--- src/rtl/bp_mem_channel_arb.sv ---
// Round-robin merge of per-channel memory commands onto one memory port, with an
// in-order tag FIFO that routes each memory response back to the channel that issued it.
module bp_mem_channel_arb #(
   parameter int num_ch_p      = 2,
   parameter int msg_width_p   = 128,
   parameter int outstanding_p = 8
) (
   input  logic                              clk_i,
   input  logic                              reset_i,
   input  logic [num_ch_p*msg_width_p-1:0]   cmd_i,
   input  logic [num_ch_p-1:0]               cmd_v_i,
   output logic [num_ch_p-1:0]               cmd_ready_o,
   output logic [msg_width_p-1:0]            mem_cmd_o,
   output logic                              mem_cmd_v_o,
   input  logic                              mem_cmd_ready_i,
   input  logic [msg_width_p-1:0]            mem_resp_i,
   input  logic                              mem_resp_v_i,
   output logic                              mem_resp_yumi_o,
   output logic [msg_width_p-1:0]            resp_o,
   output logic [num_ch_p-1:0]               resp_v_o,
   input  logic [num_ch_p-1:0]               resp_yumi_i,
   output logic [$clog2(outstanding_p):0]    outstanding_o,
   output logic                              err_o
);

   localparam int ch_w_lp  = (num_ch_p > 1) ? $clog2(num_ch_p) : 1;
   localparam int ptr_w_lp = $clog2(outstanding_p);
   localparam int cnt_w_lp = ptr_w_lp + 1;

   logic [ch_w_lp-1:0]     r_prio;
   logic [ch_w_lp-1:0]     r_tag_mem [outstanding_p];
   logic [ptr_w_lp-1:0]    r_wr_ptr;
   logic [ptr_w_lp-1:0]    r_rd_ptr;
   logic [cnt_w_lp-1:0]    r_count;
   logic                   r_err;

   logic [msg_width_p-1:0] w_cmd [num_ch_p];
   logic [ch_w_lp-1:0]     w_hi_idx;
   logic [ch_w_lp-1:0]     w_lo_idx;
   logic                   w_hi_found;
   logic [ch_w_lp-1:0]     w_grant_idx;
   logic [ch_w_lp-1:0]     w_head;
   logic [num_ch_p-1:0]    w_head_oh;
   logic                   w_full;
   logic                   w_empty;
   logic                   w_push;
   logic                   w_pop;
   logic                   w_err_set;

   assign w_full  = (r_count == cnt_w_lp'(outstanding_p));
   assign w_empty = (r_count == '0);
   assign w_head  = r_tag_mem[r_rd_ptr];

   // Lowest valid channel at or above the pointer wins; otherwise wrap to the lowest valid.
   always_comb begin
      w_hi_found = 1'b0;
      w_hi_idx   = '0;
      w_lo_idx   = '0;
      for (int i = num_ch_p - 1; i >= 0; i--) begin
         if (cmd_v_i[i]) begin
            w_lo_idx = ch_w_lp'(i);
            if (i >= int'(r_prio)) begin
               w_hi_found = 1'b1;
               w_hi_idx   = ch_w_lp'(i);
            end
         end
      end
   end

   assign w_grant_idx = w_hi_found ? w_hi_idx : w_lo_idx;

   genvar gi;
   generate
      for (gi = 0; gi < num_ch_p; gi++) begin : g_ch
         assign w_cmd[gi]       = cmd_i[gi*msg_width_p +: msg_width_p];
         assign w_head_oh[gi]   = ~w_empty && (w_head == ch_w_lp'(gi));
         assign cmd_ready_o[gi] = mem_cmd_v_o && mem_cmd_ready_i && (w_grant_idx == ch_w_lp'(gi));
         assign resp_v_o[gi]    = w_head_oh[gi] && mem_resp_v_i && ~reset_i;
      end
   endgenerate

   assign mem_cmd_v_o     = (|cmd_v_i) && ~w_full && ~reset_i;
   assign mem_cmd_o       = w_cmd[w_grant_idx];
   assign mem_resp_yumi_o = |(resp_yumi_i & resp_v_o);
   assign resp_o          = mem_resp_i;
   assign outstanding_o   = reset_i ? '0 : r_count;
   assign err_o           = r_err && ~reset_i;

   assign w_push    = mem_cmd_v_o && mem_cmd_ready_i;
   assign w_pop     = mem_resp_yumi_o;
   // An empty FIFO has no head, so any consume then counts as a stray bit.
   assign w_err_set = (mem_resp_v_i && w_empty) || (|(resp_yumi_i & ~w_head_oh));

   always_ff @(posedge clk_i) begin
      if (w_push) begin
         r_tag_mem[r_wr_ptr] <= w_grant_idx;
      end
   end

   always_ff @(posedge clk_i) begin
      if (reset_i) begin
         r_prio   <= '0;
         r_wr_ptr <= '0;
         r_rd_ptr <= '0;
         r_count  <= '0;
         r_err    <= 1'b0;
      end else begin
         if (w_push) begin
            r_wr_ptr <= r_wr_ptr + 1'b1;
            r_prio   <= (w_grant_idx == ch_w_lp'(num_ch_p - 1)) ? '0 : w_grant_idx + 1'b1;
         end
         if (w_pop) begin
            r_rd_ptr <= r_rd_ptr + 1'b1;
         end
         case ({w_push, w_pop})
            2'b10:   r_count <= r_count + 1'b1;
            2'b01:   r_count <= r_count - 1'b1;
            default: r_count <= r_count;
         endcase
         if (w_err_set) begin
            r_err <= 1'b1;
         end
      end
   end

endmodule

--- config.mk ---
export PLATFORM = sky130hd
export DESIGN_NAME = bp_mem_channel_arb
export DESIGN_NICKNAME = d
export VERILOG_FILES = /design/src/rtl/bp_mem_channel_arb.sv
export SDC_FILE = /design/constraint.sdc
export NUM_CORES = 1
export LEC_CHECK = 0
export BUFFER_PORTS_ARGS = -buffer_cell sky130_fd_sc_hd__buf_2
export CAP_MARGIN = 20
export CELL_PAD_IN_SITES_DETAIL_PLACEMENT = 0
export CELL_PAD_IN_SITES_GLOBAL_PLACEMENT = 1
export CORE_AREA = 2 2 257 259
export CTS_CLUSTER_DIAMETER = 100
export DETAILED_ROUTE_END_ITERATION = 10
export DIE_AREA = 0 0 259 261
export PLACE_DENSITY_LB_ADDON = 0.1
export SLEW_MARGIN = 20
export SYNTH_ARGS = -nofsm -noshare
export SYNTH_HDL_FRONTEND = slang
export SYNTH_SLANG_ARGS = --single-unit
--- constraint.sdc ---
create_clock -name clk_i -period 2.6 [get_ports clk_i]
set_input_delay 0.39 -clock clk_i [delete_from_list [all_inputs] [get_ports clk_i]]
set_output_delay 0.39 -clock clk_i [all_outputs]
set_load 0.01 [all_outputs]
==> tab_implementation.tex, run 1 <==
\begin{tabular}{lr}
\hline
Metric & Value \\
\hline
\multicolumn{2}{l}{\textbf{Clock network}} \\
Count of clock tree sinks & 23 \\
CTS buffer count & 3 \\
CTS tree & built \\
Worst skew pair latency & 0.26 ns \\
Hold Buf Count CTS & 0 \\
Depth of the CTS H-tree & 1 \\
Clk pin slew, worst setup/hold paths & approximately 0.070 ns \\
Maximum buffer depth of the clock tree & 2 \\
CTS root buffer & sky130\_fd\_sc\_hd\_\_clkbuf\_16 \\
\multicolumn{2}{l}{\textbf{Floorplan}} \\
Effective utilization at floorplan & 5.62\% \\
Number of top-level design ports & around 660 \\
Row count & 94 \\
Die Span X & around 260 um \\
Die outline area & between 60000 and 70000 um\^{}2 \\
Core outline area & between 60000 and 70000 um\^{}2 \\
Die outline height & around 260 um \\
\multicolumn{2}{l}{\textbf{Final layout}} \\
Final standard cell count with taps included and fillers excluded & between 1500 and 2000 \\
Final core area utilization & 9.27\% \\
Share of post-route cells with drive strength above 1 & just under 50\% \\
Filler instances & 7721 \\
Final \#Nets & about 1300 \\
Post-synthesis to final-layout area growth & 65.0\% \\
\multicolumn{2}{l}{\textbf{Detailed routing}} \\
Routed WL per cell & 12.6 um \\
Per-cell via count in the routed design & between 2 and 3 \\
Antenna-violating nets left & 0 \\
Overall routed net length & between 20 and 25 mm \\
Vias & 4777 \\
Residual DRC & 0 \\
DR iter-0 viols & 117 \\
TritonRoute pass-1 iters & 3 \\
\multicolumn{2}{l}{\textbf{Synthesis}} \\
List of most frequent post-synthesis cells & 390 x sky130\_fd\_sc\_hd\_\_nand2\_1, 128 x sky130\_fd\_sc\_hd\_\_buf\_4, 29 x sky130\_fd\_sc\_hd\_\_clkbuf\_1, 15 x sky130\_fd\_sc\_hd\_\_dfxtp\_1, 15 x sky130\_fd\_sc\_hd\_\_nor2\_1 \\
Number of distinct library cells after synthesis & 35 \\
Basic-gate share of the synthesized area counting and, or, nand and nor cells & 46.5\% \\
Post-synthesis async set-or-reset flop share & 0\% \\
Leading cell types by total area after synthesis & sky130\_fd\_sc\_hd\_\_nand2\_1 40\%, sky130\_fd\_sc\_hd\_\_buf\_4 26\%, sky130\_fd\_sc\_hd\_\_dfxtp\_1 8.2\% \\
Main combinational cell family by area after synthesis & simple AND/OR/NAND/NOR gates \\
Mean instance size in the synthesized netlist & between 5 and 6 um\^{}2 \\
Count of flip-flops with a built-in enable after synthesis & 8 \\
Fraction of the mapped netlist area in compound gates & around 2.1\% \\
Mapped Nets & approximately 1000 \\
Number of synthesis warnings & 0 \\
Most frequent cell after synthesis & sky130\_fd\_sc\_hd\_\_nand2\_1 \\
Portion of the post-synthesis area used by sequential elements & 14.8\% \\
Total standard cell area after synthesis & about 3700 um\^{}2 \\
Synth Area in XOR/XNOR & between 1 and 1.5\% \\
Share of synthesized area spent on multiplexers & roughly 3.6\% \\
Top cell type's share of synthesized area & 40.1\% \\
Seq cells post-synth & 23 \\
Adder and majority cell fraction of the synthesized area & under 10\% \\
Primary flip-flop cell chosen by synthesis mapping & sky130\_fd\_sc\_hd\_\_dfxtp\_1 \\
Number of instances in the synthesized netlist & 649 \\
Cell taking the most area after synthesis & sky130\_fd\_sc\_hd\_\_nand2\_1 \\
\multicolumn{2}{l}{\textbf{Flow run}} \\
Reported max-cap violation count & 0 \\
\multicolumn{2}{l}{\textbf{Timing}} \\
Final setup violating endpoints & 2 \\
Fin Clk Skew & roughly 0.0022 ns \\
Highest attainable clock frequency & 380 MHz \\
Slew Limit Fails & 0 \\
Setup slack of the critical path after layout & -0.0301 ns \\
Period minus WS final & between 2 and 3 ns \\
Final critical-path share of the clock period & 101\% \\
Pin slew with the least headroom to its limit & around 0.42 ns \\
RSZ-0062 raised after global routing & true \\
Hold Violations, Final & 0 \\
Slew headroom & between 70\% and 80\% \\
\multicolumn{2}{l}{\textbf{Status}} \\
Failing checks & negative setup slack \\
Outcome & finished with violations \\
\multicolumn{2}{l}{\textbf{Power}} \\
Peak supply drop & about 180 uV \\
Power per standard cell area & 275 nW/um\^{}2 \\
Leakage dissipation & between 3 and 4 nW \\
\multicolumn{2}{l}{\textbf{Critical path}} \\
Critical setup path kind & register to register \\
Register-to-Register Setup Slack & -0.03 ns \\
Buffers plus inverters on the worst setup path & 0 \\
CP Cell Sequence & mux4\_2 -> mux2i\_4 -> mux2i\_4 -> ha\_4 -> xor2\_2 -> ha\_2 -> a21oi\_2 -> xor2\_1 -> or3\_1 -> a21oi\_2 \\
Kind of start point of the critical path & register \\
Cell class contributing the biggest share of worst-path delay & multiplexers \\
Critical path capture point type & register \\
Max incr delay on CP & between 0.5 and 0.6 ns \\
Cell with the largest stage delay on the worst path & sky130\_fd\_sc\_hd\_\_mux4\_2 \\
Critical path data required time & 2.80 ns \\
Top fanout value on the critical path & 4 \\
Arrival time at the worst endpoint & about 2.8 ns \\
\multicolumn{2}{l}{\textbf{Global route}} \\
Global-route layer with the greatest usage & met2 \\
Met2 Usage GRT & between 10\% and 20\% \\
Antenna violations before repair & 5 \\
Vias in the first global route & between 4000 and 5000 \\
GRT overflow & 0 \\
Maximum number of pins on one net before global-route repair & 70 \\
Wire length of the first global-routing pass & 31.1 mm \\
Global Route Usage Sum & 6.10\% \\
Met3 track utilization from global routing & 4.09\% \\
M1 GR Usage & under 10\% \\
\multicolumn{2}{l}{\textbf{Hold path}} \\
Hold Path Class & input port to register \\
Startpoint of the tightest hold check path & resp\_yumi\_i[0] \\
\multicolumn{2}{l}{\textbf{Place}} \\
Weighted congestion at the end of routability-driven global placement & between 0.7 and 0.8 \\
Count of buffers from port buffering & approximately 400 \\
Sum of net half-perimeters after detailed placement & 18.8 mm \\
Number of cells in the design after placement & between 1500 and 2000 \\
\hline
\end{tabular}
## through the flow
stage | hold WS, ns | power (mW) | instance area (um^2) | setup WS, ns | setup TNS, ns
after detailed placement | 0.458 | 1.34 | 5890 | -0.0720 | -0.131
final | 0.451 | 1.66 | 6030 | -0.0301 | -0.0373
after floorplan | 0.428 | 1.00 | 3670 | -0.0426 | -0.0586
after CTS | 0.446 | 1.70 | 5980 | -0.0753 | -0.102
after global routing | 0.479 | 1.81 | 6020 | -0.210 | -0.384
after global placement | 0.456 | 1.36 | 5890 | -0.0733 | -0.116
## per-layer routing
metal	vias up	wire, um
li1	2393	-
met1	2005	7670
met2	352	11300
met3	19	3280
met4	8	215
met5	-	55
## cells in the final DEF, fill, tap and decap left out, types with 2 or more instances in the layout
master / count
sky130_fd_sc_hd__buf_2: 402
sky130_fd_sc_hd__nand2_1: 390
sky130_fd_sc_hd__buf_4: 17
sky130_fd_sc_hd__nor2_1: 14
sky130_fd_sc_hd__dfxtp_1: 14
sky130_fd_sc_hd__edfxtp_1: 8
sky130_fd_sc_hd__nor2b_1: 7
sky130_fd_sc_hd__nand3_1: 5
sky130_fd_sc_hd__diode_2: 4
sky130_fd_sc_hd__xor2_1: 4
sky130_fd_sc_hd__buf_12: 4
sky130_fd_sc_hd__nor3_1: 3
sky130_fd_sc_hd__mux2i_1: 3
sky130_fd_sc_hd__a21oi_1: 3
sky130_fd_sc_hd__clkbuf_16: 3
sky130_fd_sc_hd__inv_1: 2
sky130_fd_sc_hd__nor3b_1: 2
sky130_fd_sc_hd__nor4b_1: 2
sky130_fd_sc_hd__mux4_2: 2
sky130_fd_sc_hd__mux2i_4: 2
sky130_fd_sc_hd__a21oi_2: 2
sky130_fd_sc_hd__o21ai_0: 2
sky130_fd_sc_hd__or3_1: 2
sky130_fd_sc_hd__ha_1: 2
sky130_fd_sc_hd__ha_2: 2
## cells by family (layout without fill, tap and decap cells)
kind of cell,Yosys count,in the layout
and+or+nand+nor,432,432
buffers and inverters,163,430
DFF,23,23
AOI/OAI and AO/OA,12,12
muxes,8,8
xor gates and xnor gates,6,6
adders and majority gates,5,5
other,0,4
## worst paths after layout
kind / to / cells past startpoint
hold reg to reg: r_rd_ptr[2]$_SDFFE_PP0N_ / 1
hold / removal: r_err$_SDFFE_PP0P_ / 3
setup / recovery: r_count[2]$_SDFFE_PP0P_ / 10
setup reg to reg: r_count[2]$_SDFFE_PP0P_ / 10
## where the power goes
| part | internal, mW | total, mW | switching (mW) | leakage [nW] |
|---|---|---|---|---|
| clock | 0.208 | 0.354 | 0.146 | 0.0409 |
| combinational | 0.408 | 0.914 | 0.506 | 3.08 |
| sequential | 0.381 | 0.390 | 0.00929 | 0.196 |
| total | 0.997 | 1.66 | 0.661 | 3.31 |
## layout make-up
class / instances / area, um^2 / share of cell area, %
clock inverters: 1 / 5.00 / 0.0830
well taps: 864 / 1080 / 17.9
diodes: 4 / 10.0 / 0.166
inverters: 3 / 13.8 / 0.228
multi-input cells: 463 / 2080 / 34.5
flip-flops and latches: 23 / 544 / 9.03
repair buffers: 423 / 2220 / 36.8
clock buffers: 3 / 75.1 / 1.25
## repair_timing
action,4_1_cts,5_1_grt
gates resized for setup,2,8
endpoints found under the setup margin,2,2
setup buffers,1,1
pin swaps,0,2
## tightest hold or removal path, stage by stage
cell	delay [ns]
sky130_fd_sc_hd__buf_2	0.11
sky130_fd_sc_hd__a21oi_1	0.11
sky130_fd_sc_hd__a311oi_1	0.06
(Power assumes the default switching activity.)
==> run 2, diff against run 1 <==
Settings changed: GPL_TIMING_DRIVEN set to 0, SETUP_SLACK_MARGIN set to 0.15.
==> tab_implementation.tex, run 2 (synthesis gave the netlist of run 1 again) <==
\begin{tabular}{lr}
\hline
Metric & Value \\
\hline
\multicolumn{2}{l}{\textbf{Critical path}} \\
Critical setup path kind & register to register \\
Cell with the largest stage delay on the worst path & sky130\_fd\_sc\_hd\_\_mux4\_2 \\
Max incr delay on CP & 0.53 ns \\
Critical path capture point type & register \\
Register-to-Register Setup Slack & -0.14 ns \\
Cells on worst reg2reg path & 10 \\
RR Endpoint & r\_count[2]\$\_SDFFE\_PP0P\_ \\
Arrival time at the worst endpoint & 2.93 ns \\
Critical path data required time & approximately 2.8 ns \\
Kind of start point of the critical path & register \\
CP Cell Sequence & mux4\_2 -> mux2i\_4 -> mux2i\_4 -> ha\_4 -> xor2\_1 -> ha\_1 -> a21oi\_1 -> xor2\_1 -> or3\_1 -> a21oi\_1 \\
Top fanout value on the critical path & 5 \\
\multicolumn{2}{l}{\textbf{Place}} \\
Count of buffers from port buffering & 530 \\
Weighted congestion at the end of routability-driven global placement & roughly 0.76 \\
Number of cells in the design after placement & roughly 2000 \\
Sum of net half-perimeters after detailed placement & roughly 26 mm \\
Minimum setup slack after placement & -0.960 ns \\
\multicolumn{2}{l}{\textbf{Final layout}} \\
Commonest non-fill, non-tap cell in the layout & sky130\_fd\_sc\_hd\_\_buf\_2 \\
Final \#Nets & 1588 \\
Post-synthesis to final-layout area growth & 108\% \\
Final standard cell count with taps included and fillers excluded & just over 2000 \\
Share of post-route cells with drive strength above 1 & about three fifths \\
Commonest non-fill, non-tap cells in the layout & 533 x sky130\_fd\_sc\_hd\_\_buf\_2, 389 x sky130\_fd\_sc\_hd\_\_nand2\_1, 135 x sky130\_fd\_sc\_hd\_\_buf\_4, 19 x sky130\_fd\_sc\_hd\_\_clkbuf\_2 \\
\multicolumn{2}{l}{\textbf{Detailed routing}} \\
TritonRoute pass-1 iters & 4 \\
Antenna-violating nets left & 0 \\
Vias & just under 6000 \\
Residual DRC & 0 \\
Per-cell via count in the routed design & $\sim$2.8 \\
DR iter-0 viols & between 100 and 150 \\
Overall routed net length & between 20 and 30 mm \\
Routed WL per cell & between 10 and 15 um \\
\multicolumn{2}{l}{\textbf{Hold path}} \\
Worst hold path stage count & 3 \\
Hold Path Class & input port to register \\
Startpoint of the tightest hold check path & mem\_cmd\_ready\_i \\
Hold Path Sink & r\_wr\_ptr[1]\$\_SDFFE\_PP0P\_ \\
\multicolumn{2}{l}{\textbf{Power}} \\
Clock group share of total power & roughly 18\% \\
Switching portion of total power & 40.5\% \\
Leakage dissipation & approximately 4.5 nW \\
Proportion of power drawn by flip-flops and latches & around a fifth \\
Power per standard cell area & 260 nW/um\^{}2 \\
Internal Power & approximately 1.2 mW \\
Share of total power in combinational logic & 62.5\% \\
Peak supply drop & 121 uV \\
Net Switching & between 800 and 900 uW \\
\multicolumn{2}{l}{\textbf{Timing}} \\
RSZ-0062 raised after global routing & true \\
Slew Limit Fails & 0 \\
Highest attainable clock frequency & 365 MHz \\
Setup slack of the critical path after layout & -0.137 ns \\
Fin Clk Skew & 0.00218 ns \\
Setup TNS Final & -0.241 ns \\
Pin slew with the least headroom to its limit & about 0.61 ns \\
Final critical-path share of the clock period & 105\% \\
Slew headroom & 59.3\% \\
Final setup violating endpoints & 2 \\
Period minus WS final & around 2.7 ns \\
Hold Violations, Final & 0 \\
\multicolumn{2}{l}{\textbf{Clock network}} \\
Hold Buf Count CTS & 0 \\
CTS tree & built \\
Clk pin slew, worst setup/hold paths & $\sim$0.07 ns \\
Depth of the CTS H-tree & 1 \\
Count of clock tree sinks & 23 \\
Worst skew pair latency & 0.26 ns \\
Maximum buffer depth of the clock tree & 2 \\
CTS root buffer & sky130\_fd\_sc\_hd\_\_clkbuf\_16 \\
CTS buffer count & 3 \\
\multicolumn{2}{l}{\textbf{Flow run}} \\
Reported max-cap violation count & 0 \\
\multicolumn{2}{l}{\textbf{Global route}} \\
Antenna violations before repair & 14 \\
GRT overflow & 0 \\
Wire length of the first global-routing pass & just under 40 mm \\
Global Route Usage Sum & 7.89\% \\
Vias in the first global route & $\sim$5800 \\
Maximum number of pins on one net before global-route repair & 18 \\
\multicolumn{2}{l}{\textbf{Floorplan}} \\
Die Span X & between 200 and 300 um \\
Row count & between 90 and 100 \\
Die outline area & slightly below 70000 um\^{}2 \\
Effective utilization at floorplan & under 10\% \\
Number of top-level design ports & about 660 \\
Core outline area & 65000 um\^{}2 \\
Die outline height & 261 um \\
\multicolumn{2}{l}{\textbf{Status}} \\
Failing checks & negative setup slack \\
Outcome & finished with violations \\
\hline
\end{tabular}
## run 2: repair_timing
action / CTS / global route
gates cloned: 0 / 0
setup endpoints to repair: 118 / 22
setup buffers: 4 / 3
gates resized for setup: 34 / 7
pin swaps: 1 / 2
## run 2: layout make-up
type	instances	area, um^2
Antenna cell	4	10.0
Timing Repair Buffer	537	2710
Fill cell	7773	57400
Inverter	3	11.3
Multi-Input combinational cell	463	2060
Buffer	160	1130
Sequential cell	23	544
Clock buffer	3	75.1
Clock inverter	1	5.00
Tap cell	864	1080
## run 2: how the worst max path moves through the flow
stage               start                      end  slack (ns)  cells after the start
2_1_floorplan    register  r_count[2]$_SDFFE_PP0P_       -0.04                     10
3_3_place_gp   cmd_v_i[0]            mem_cmd_o[13]       -0.94                      8
3_5_place_dp   cmd_v_i[0]            mem_cmd_o[13]       -0.96                      8
4_1_cts          register  r_count[2]$_SDFFE_PP0P_       -0.20                     10
5_1_grt          register  r_count[2]$_SDFFE_PP0P_       -0.28                     10
6_report         register  r_count[2]$_SDFFE_PP0P_       -0.14                     10
## run 2: per-stage QoR
stage	instance area, um^2	total power, mW	hold WS (ns)	util, %
6_report	7620	1.98	0.454	11.7
3_5_place_dp	7400	1.66	0.445	11.4
2_1_floorplan	3670	1.00	0.428	-
5_1_grt	7610	2.16	0.475	11.7
3_3_place_gp	7400	1.68	0.450	11.4
4_1_cts	7580	2.04	0.452	11.7
## run 2: critical path, delay by kind of cell (launching register included)
| kind | cells | cell delay [ns] |
|---|---|---|
| adder cells (fa/ha/maj) | 2 | 0.36 |
| AND/OR/NAND/NOR | 1 | 0.30 |
| multiplexers | 3 | 1.14 |
| AO/OA/AOI/OAI | 2 | 0.18 |
| flip-flops | 1 | 0.36 |
| XOR/XNOR | 2 | 0.31 |
## run 2: per-layer routing
metal | part of all wire [%] | GRT usage, %
met5 | 0.38 | 0
met4 | 0.53 | 0.482
met3 | 9.8 | 3.29
met2 | 57 | 16.2
met1 | 32 | 7.47
## run 2: power by group through the flow
| stage | Sequential (mW) | Combinational (mW) | Clock, mW |
|---|---|---|---|
| after floorplan | 0.397 | 0.603 | 0 |
| after global placement | 0.402 | 1.28 | 0 |
| after detailed placement | 0.402 | 1.26 | 0 |
| after CTS | 0.394 | 1.28 | 0.368 |
| after global routing | 0.395 | 1.38 | 0.380 |
| final | 0.393 | 1.24 | 0.348 |
